### src/rtl/vx_mem_perf_reader_if.sv
// Request/response bundle between the CSR unit (master) and the perf counter reader (slave).
// One outstanding 32-bit read at a time over valid/ready.
interface vx_mem_perf_reader_if #(
    parameter int IDX_W = 4
);
    logic             req_valid;
    logic             req_ready;
    logic [IDX_W-1:0] req_idx;
    logic             req_hi;
    logic             rsp_valid;
    logic             rsp_ready;
    logic [31:0]      rsp_data;
    logic             rsp_err;

    modport master (
        output req_valid, req_idx, req_hi, rsp_ready,
        input  req_ready, rsp_valid, rsp_data, rsp_err
    );

    modport slave (
        input  req_valid, req_idx, req_hi, rsp_ready,
        output req_ready, rsp_valid, rsp_data, rsp_err
    );
endinterface

### src/rtl/vx_mem_perf_reader.sv
// Serves 32-bit halves of wide perf counters; a LO read snapshots the whole
// counter so the following HI read of the same index is tear-free.
//
//  state  | meaning
//  IDLE   | ready for a request (req_ready=1)
//  RSP    | response registered, waiting for rsp_ready
module vx_mem_perf_reader #(
    parameter  int NUM_CTRS = 16,
    parameter  int CTR_W    = 44,
    localparam int IDX_W    = (NUM_CTRS > 1) ? $clog2(NUM_CTRS) : 1
) (
    input  logic                      clk,
    input  logic                      reset_n,
    input  logic [NUM_CTRS*CTR_W-1:0] perf_ctrs,
    input  logic                      snap_clr,
    vx_mem_perf_reader_if.slave       bus
);
    localparam logic [0:0] S_IDLE = 1'b0;
    localparam logic [0:0] S_RSP  = 1'b1;

    logic [0:0]       state;
    logic [63:0]      snapshot;
    logic             snap_vld;
    logic [IDX_W-1:0] snap_idx;
    logic [31:0]      rsp_data_q;
    logic             rsp_err_q;

    logic [CTR_W-1:0] sel_ctr;
    logic [63:0]      ctr_ext;
    logic             idx_ok;
    logic             accept;
    logic             snap_hit;

    always_comb begin
        sel_ctr = '0;
        for (int i = 0; i < NUM_CTRS; i++) begin
            if (int'(bus.req_idx) == i) sel_ctr = perf_ctrs[i*CTR_W +: CTR_W];
        end
    end

    assign ctr_ext  = 64'(sel_ctr);
    assign idx_ok   = int'(bus.req_idx) < NUM_CTRS;
    assign accept   = bus.req_valid && (state == S_IDLE);
    assign snap_hit = bus.req_hi && snap_vld && (snap_idx == bus.req_idx);

    assign bus.req_ready = (state == S_IDLE);
    assign bus.rsp_valid = (state == S_RSP);
    assign bus.rsp_data  = rsp_data_q;
    assign bus.rsp_err   = rsp_err_q;

    always_ff @(posedge clk or negedge reset_n) begin
        if (!reset_n) begin
            state      <= S_IDLE;
            snapshot   <= '0;
            snap_vld   <= 1'b0;
            snap_idx   <= '0;
            rsp_data_q <= '0;
            rsp_err_q  <= 1'b0;
        end else begin
            // a snapshot-loading accept below overrides this clear
            if (snap_clr) snap_vld <= 1'b0;
            case (state)
                S_IDLE: begin
                    if (accept) begin
                        state <= S_RSP;
                        if (!idx_ok) begin
                            rsp_err_q  <= 1'b1;
                            rsp_data_q <= '0;
                        end else begin
                            rsp_err_q <= 1'b0;
                            if (snap_hit) begin
                                rsp_data_q <= snapshot[63:32];
                            end else begin
                                snapshot   <= ctr_ext;
                                snap_idx   <= bus.req_idx;
                                snap_vld   <= 1'b1;
                                rsp_data_q <= bus.req_hi ? ctr_ext[63:32] : ctr_ext[31:0];
                            end
                        end
                    end
                end
                default: begin
                    if (bus.rsp_ready) state <= S_IDLE;
                end
            endcase
        end
    end
endmodule

### src/flat_wrapper.sv
// flat-port wrapper written by rule: the top's interface ports become plain ports
module vx_mem_perf_reader_flat 
#(
    parameter  int NUM_CTRS = 16,
    parameter  int CTR_W    = 44,
    localparam int IDX_W    = (NUM_CTRS > 1) ? $clog2(NUM_CTRS) : 1
)
  (clk, reset_n, perf_ctrs, snap_clr, bus_req_valid, bus_req_idx, bus_req_hi, bus_rsp_ready, bus_req_ready, bus_rsp_valid, bus_rsp_data, bus_rsp_err);
  vx_mem_perf_reader_if #(.IDX_W((4))) bus_i ();
  input  logic clk;
  input  logic reset_n;
  input  logic [NUM_CTRS*CTR_W-1:0] perf_ctrs;
  input  logic snap_clr;
  input wire logic [$bits(bus_i.req_valid)-1:0] bus_req_valid;
  input wire logic [$bits(bus_i.req_idx)-1:0] bus_req_idx;
  input wire logic [$bits(bus_i.req_hi)-1:0] bus_req_hi;
  input wire logic [$bits(bus_i.rsp_ready)-1:0] bus_rsp_ready;
  output wire logic [$bits(bus_i.req_ready)-1:0] bus_req_ready;
  output wire logic [$bits(bus_i.rsp_valid)-1:0] bus_rsp_valid;
  output wire logic [$bits(bus_i.rsp_data)-1:0] bus_rsp_data;
  output wire logic [$bits(bus_i.rsp_err)-1:0] bus_rsp_err;
  assign bus_i.req_valid = bus_req_valid;
  assign bus_i.req_idx = bus_req_idx;
  assign bus_i.req_hi = bus_req_hi;
  assign bus_i.rsp_ready = bus_rsp_ready;
  assign bus_req_ready = bus_i.req_ready;
  assign bus_rsp_valid = bus_i.rsp_valid;
  assign bus_rsp_data = bus_i.rsp_data;
  assign bus_rsp_err = bus_i.rsp_err;
  vx_mem_perf_reader #(.NUM_CTRS(NUM_CTRS), .CTR_W(CTR_W)) u_core (.clk(clk), .reset_n(reset_n), .perf_ctrs(perf_ctrs), .snap_clr(snap_clr), .bus(bus_i));
endmodule
### config.mk
export PLATFORM = sky130hd
export DESIGN_NAME = vx_mem_perf_reader_flat
export DESIGN_NICKNAME = d
export VERILOG_FILES = /design/src/rtl/vx_mem_perf_reader_if.sv /design/src/rtl/vx_mem_perf_reader.sv /design/src/flat_wrapper.sv
export SDC_FILE = /design/constraint.sdc
export NUM_CORES = 1
export LEC_CHECK = 0
export CORE_AREA = 2 2 292 294
export CTS_CLUSTER_DIAMETER = 40
export DETAILED_ROUTE_END_ITERATION = 10
export DIE_AREA = 0 0 294 296
export GPL_TIMING_DRIVEN = 0
export PLACE_DENSITY = 0.37
export SYNTH_ARGS = -nofsm -noshare
export SYNTH_HDL_FRONTEND = slang
export SYNTH_SLANG_ARGS = --single-unit
export TNS_END_PERCENT = 1
### constraint.sdc
create_clock -name clk -period 2.2 [get_ports clk]
set_clock_uncertainty 0.15 [all_clocks]
set_input_delay 0.44 -clock clk [delete_from_list [all_inputs] [get_ports clk]]
set_output_delay 0.44 -clock clk [all_outputs]
set_load 0.03 [all_outputs]
==> impl_metrics.toml <==
[run_status]
status = "finished with violations"
violations = "setup timing"

[timing]
rsz0062_at_grt = "true"
hold_violations = 0
setup_ws_ns = -0.2628
slew_headroom = 0.3571
tightest_slew_ns = 0.9601
timing.final.crit_period_ns = 2.463
timing.hold.ws_ns = 0.05726
fmax_ghz = 0.4061
drv_slew = 0
final.period_utilization = 1.119
finalSetupViolCount = 27

[grt]
grt_start_max_net_pins = 51
met3_usage = 0.04639
antenna_found_initial = 22
grtUsageMet1 = 0.3703
busiest_layer = "met2"
grt_pass1_wl_um = 163400
grt_pass1_vias = 15920
gr-usage-all-layers = 0.2885
grt_use_met2 = 0.5065
grt_overflow = 0

[synth]
yosysTopAreaCell = "dfrtp_1"
synth_most_common_cell = "a21oi_1"
synth_edf_count = 0
synth_cell_types = 84
synthArstFlopShare = 1.000
yosysWarnings = 0
synth_top_flop_cell = "dfrtp_1"
synthTopCellsByCount = "a21oi_1 (123), nand2_1 (120), o21ai_0 (115)"
syn_inst = 1233
ys_seq_elements = 50
synth.area.top_cells = "dfrtp_1 (14%), mux2i_1 (8.6%), a21oi_1 (6.7%)"
syn_nets = 1947
ys_seq_area_frac = 0.1355
syn-cell-area_um2 = 9234
synth_top_area_share = 0.1355
avgSynthCellArea_um2 = 7.489

[drt]
dr.pass1.iters = 5
antenna_left = 0
vias_per_cell = 4.755
drc = 0
wl_per_cell_um = 41.33
drt_wl_total_um = 130300
vias = 14990
drtIter0Drc = 1025

[floorplanning]
initial_utilization = 0.1097
design.core.area_um2 = 84210
ios = 749
die_x_um = 294
std_cell_rows = 107
die_area_um2 = 87020
dieHeight_um = 296

[placed_design]
place_area_um2 = 18110
place_ws_ns = -2.838
placed_cells = 3073
place.port_buffers = 745
dp_hpwl_um = 106100
gp_congestion = 0.8745

[critical_path]
crit_chain = "buf_4 > nand2b_2 > nor2_1 > a21oi_1 > o211ai_1 > a211oi_2 > a221o_1"
start_kind = "input port"
worstPathRequired_ns = 2.28
crit_path_end_kind = "register"
critPathArrivalTime_ns = 2.54
slowest_stage = "o211ai_1"
worst_path_largest_cell_delay_ns = 0.78
path_class = "in -> reg"
critPathMaxFanout = 7
rr_worst_depth = 7
cp.depth = 7
worst_path_dominant_cell_family = "compound AO/OA/AOI/OAI gates"
path_buf_inv = 1

[power_and_ir_drop]
switchingPower_uw = 3515
peakVddDrop_mv = 0.2775
combPwrFrac = 0.708
pwr_density_cell_nw_per_um2 = 364.9
p_seq_frac = 0.168
switching_share = 0.4585
power_leakage_uw = 0.007681
clkPwrFrac = 0.124
p_int_uw = 4150

[clock_network]
clk_pin_slew_worst_paths_ns = 0.09
cts_hold_buf = 0
clock_latency_ns = 0.33
cts_buffers = 5
numClockSinks = 50
clockBufferDepth = 2
cts-root-buf = "clkbuf_16"
cts_tree = "built"
htreeDepth = 2

[layout]
final_cell_count_no_fill = 3152
drive_above_1_share = 0.2146
nNetsFinal = 2768
syn2layout_area_growth_pct = 127.5
final_area_um2 = 21010

[worst_hold_path]
min_path_type = "in -> async"

[job]
max_cap_viol_count = 0
-- per-stage QoR --
stage / util / setup TNS (ns) / total power, uW
floorplan: - / 0 / 2937
global placement: 0.2144 / -185.53 / 6054
detailed placement: 0.2151 / -93.84 / 6070
CTS: 0.2436 / -1.726 / 7596
global route: 0.2493 / -2.603 / 7936
finish: 0.2495 / -1.857 / 7665
-- power by group through the flow --
| stage | clock, uW | combinational (uW) | sequential (uW) |
|---|---|---|---|
| 4_1_cts | 987 | 5320 | 1290 |
| 3_5_place_dp | 0 | 4770 | 1300 |
| 5_1_grt | 998 | 5630 | 1310 |
| 6_report | 948 | 5430 | 1290 |
| 2_1_floorplan | 0 | 1420 | 1520 |
| 3_3_place_gp | 0 | 4760 | 1300 |
-- worst register-to-register path: cells and delay by family, from the launching register on --
family | cells | cell delay, ns
buffers and inverters | 1 | 0.27
flip-flops | 1 | 0.40
XOR/XNOR | 1 | 0.16
AND/OR/NAND/NOR | 1 | 0.25
AO/OA/AOI/OAI | 4 | 0.81
-- placed cells by master, fill, tap and decap left out, types with 23 or more instances in the layout --
cell,n
a21oi_1,111
a22oi_1,27
buf_12,32
buf_4,73
buf_6,30
buf_8,23
clkdlybuf4s50_1,734
dfrtp_1,50
mux2_2,27
mux2i_1,61
mux4_2,27
nand2_1,112
nand3_1,25
nor2_1,88
o21ai_0,101
-- per-layer routing --
layer / wire [um] / vias to the layer above / share of wire
met3: 8384 / 109 / 0.064
met2: 63090 / 779 / 0.48
li1: - / 6469 / -
met5: 75 / - / 0.00058
met4: 3216 / 12 / 0.025
met1: 55520 / 7619 / 0.43
-- state kept, by name, indices dropped and copies added (netlist names) --
register,cells
u_core.snap_idx,4
u_core.bus.rsp_data,32
u_core.bus.rsp_valid,1
u_core.snapshot,12
u_core.snap_vld,1
-- kinds of logic after synthesis --
kind of cell    Yosys count  synth area share
buf+inv                 144           0.09634
other cells               1         0.0004061
mux                     134            0.1856
compound gates          536            0.3911
simple gates            364            0.1873
xor+xnor                  4          0.003795
flops                    50            0.1355
-- layout make-up --
| cell class | instances | area, um^2 |
|---|---|---|
| Fill cell | 9183 | 63200 |
| Sequential cell | 50 | 1251 |
| Clock inverter | 2 | 17.52 |
| Multi-Input combinational cell | 1039 | 8259 |
| Tap cell | 1090 | 1364 |
| Antenna cell | 7 | 17.52 |
| Timing Repair Buffer | 815 | 8167 |
| Inverter | 10 | 43.79 |
| Clock buffer | 6 | 138.9 |
| Buffer | 133 | 1750 |
-- worst paths after layout --
kind                            slack, ns           startpoint                       to
worst max-delay path                -0.26       bus_req_idx[1]   u_core.bus.rsp_data[1]
worst min-delay path                 0.06              reset_n  u_core.bus.rsp_data[26]
worst max register to register       0.05   u_core.snap_idx[0]   u_core.bus.rsp_data[8]
worst min register to register       0.34  u_core.snapshot[33]      u_core.snapshot[33]
max in group asynchronous            1.27              reset_n       u_core.snap_idx[0]
min in group clk                     0.34  u_core.snapshot[33]      u_core.snapshot[33]
-- repair_timing --
item / in CTS / in global routing
pin swaps: 35 / 22
gates resized for setup: 459 / 91
setup buffers: 49 / 13
setup endpoints to repair: 50 / 46
gates cloned: 3 / 0
No activity file was read; power rests on OpenSTA's default activity.
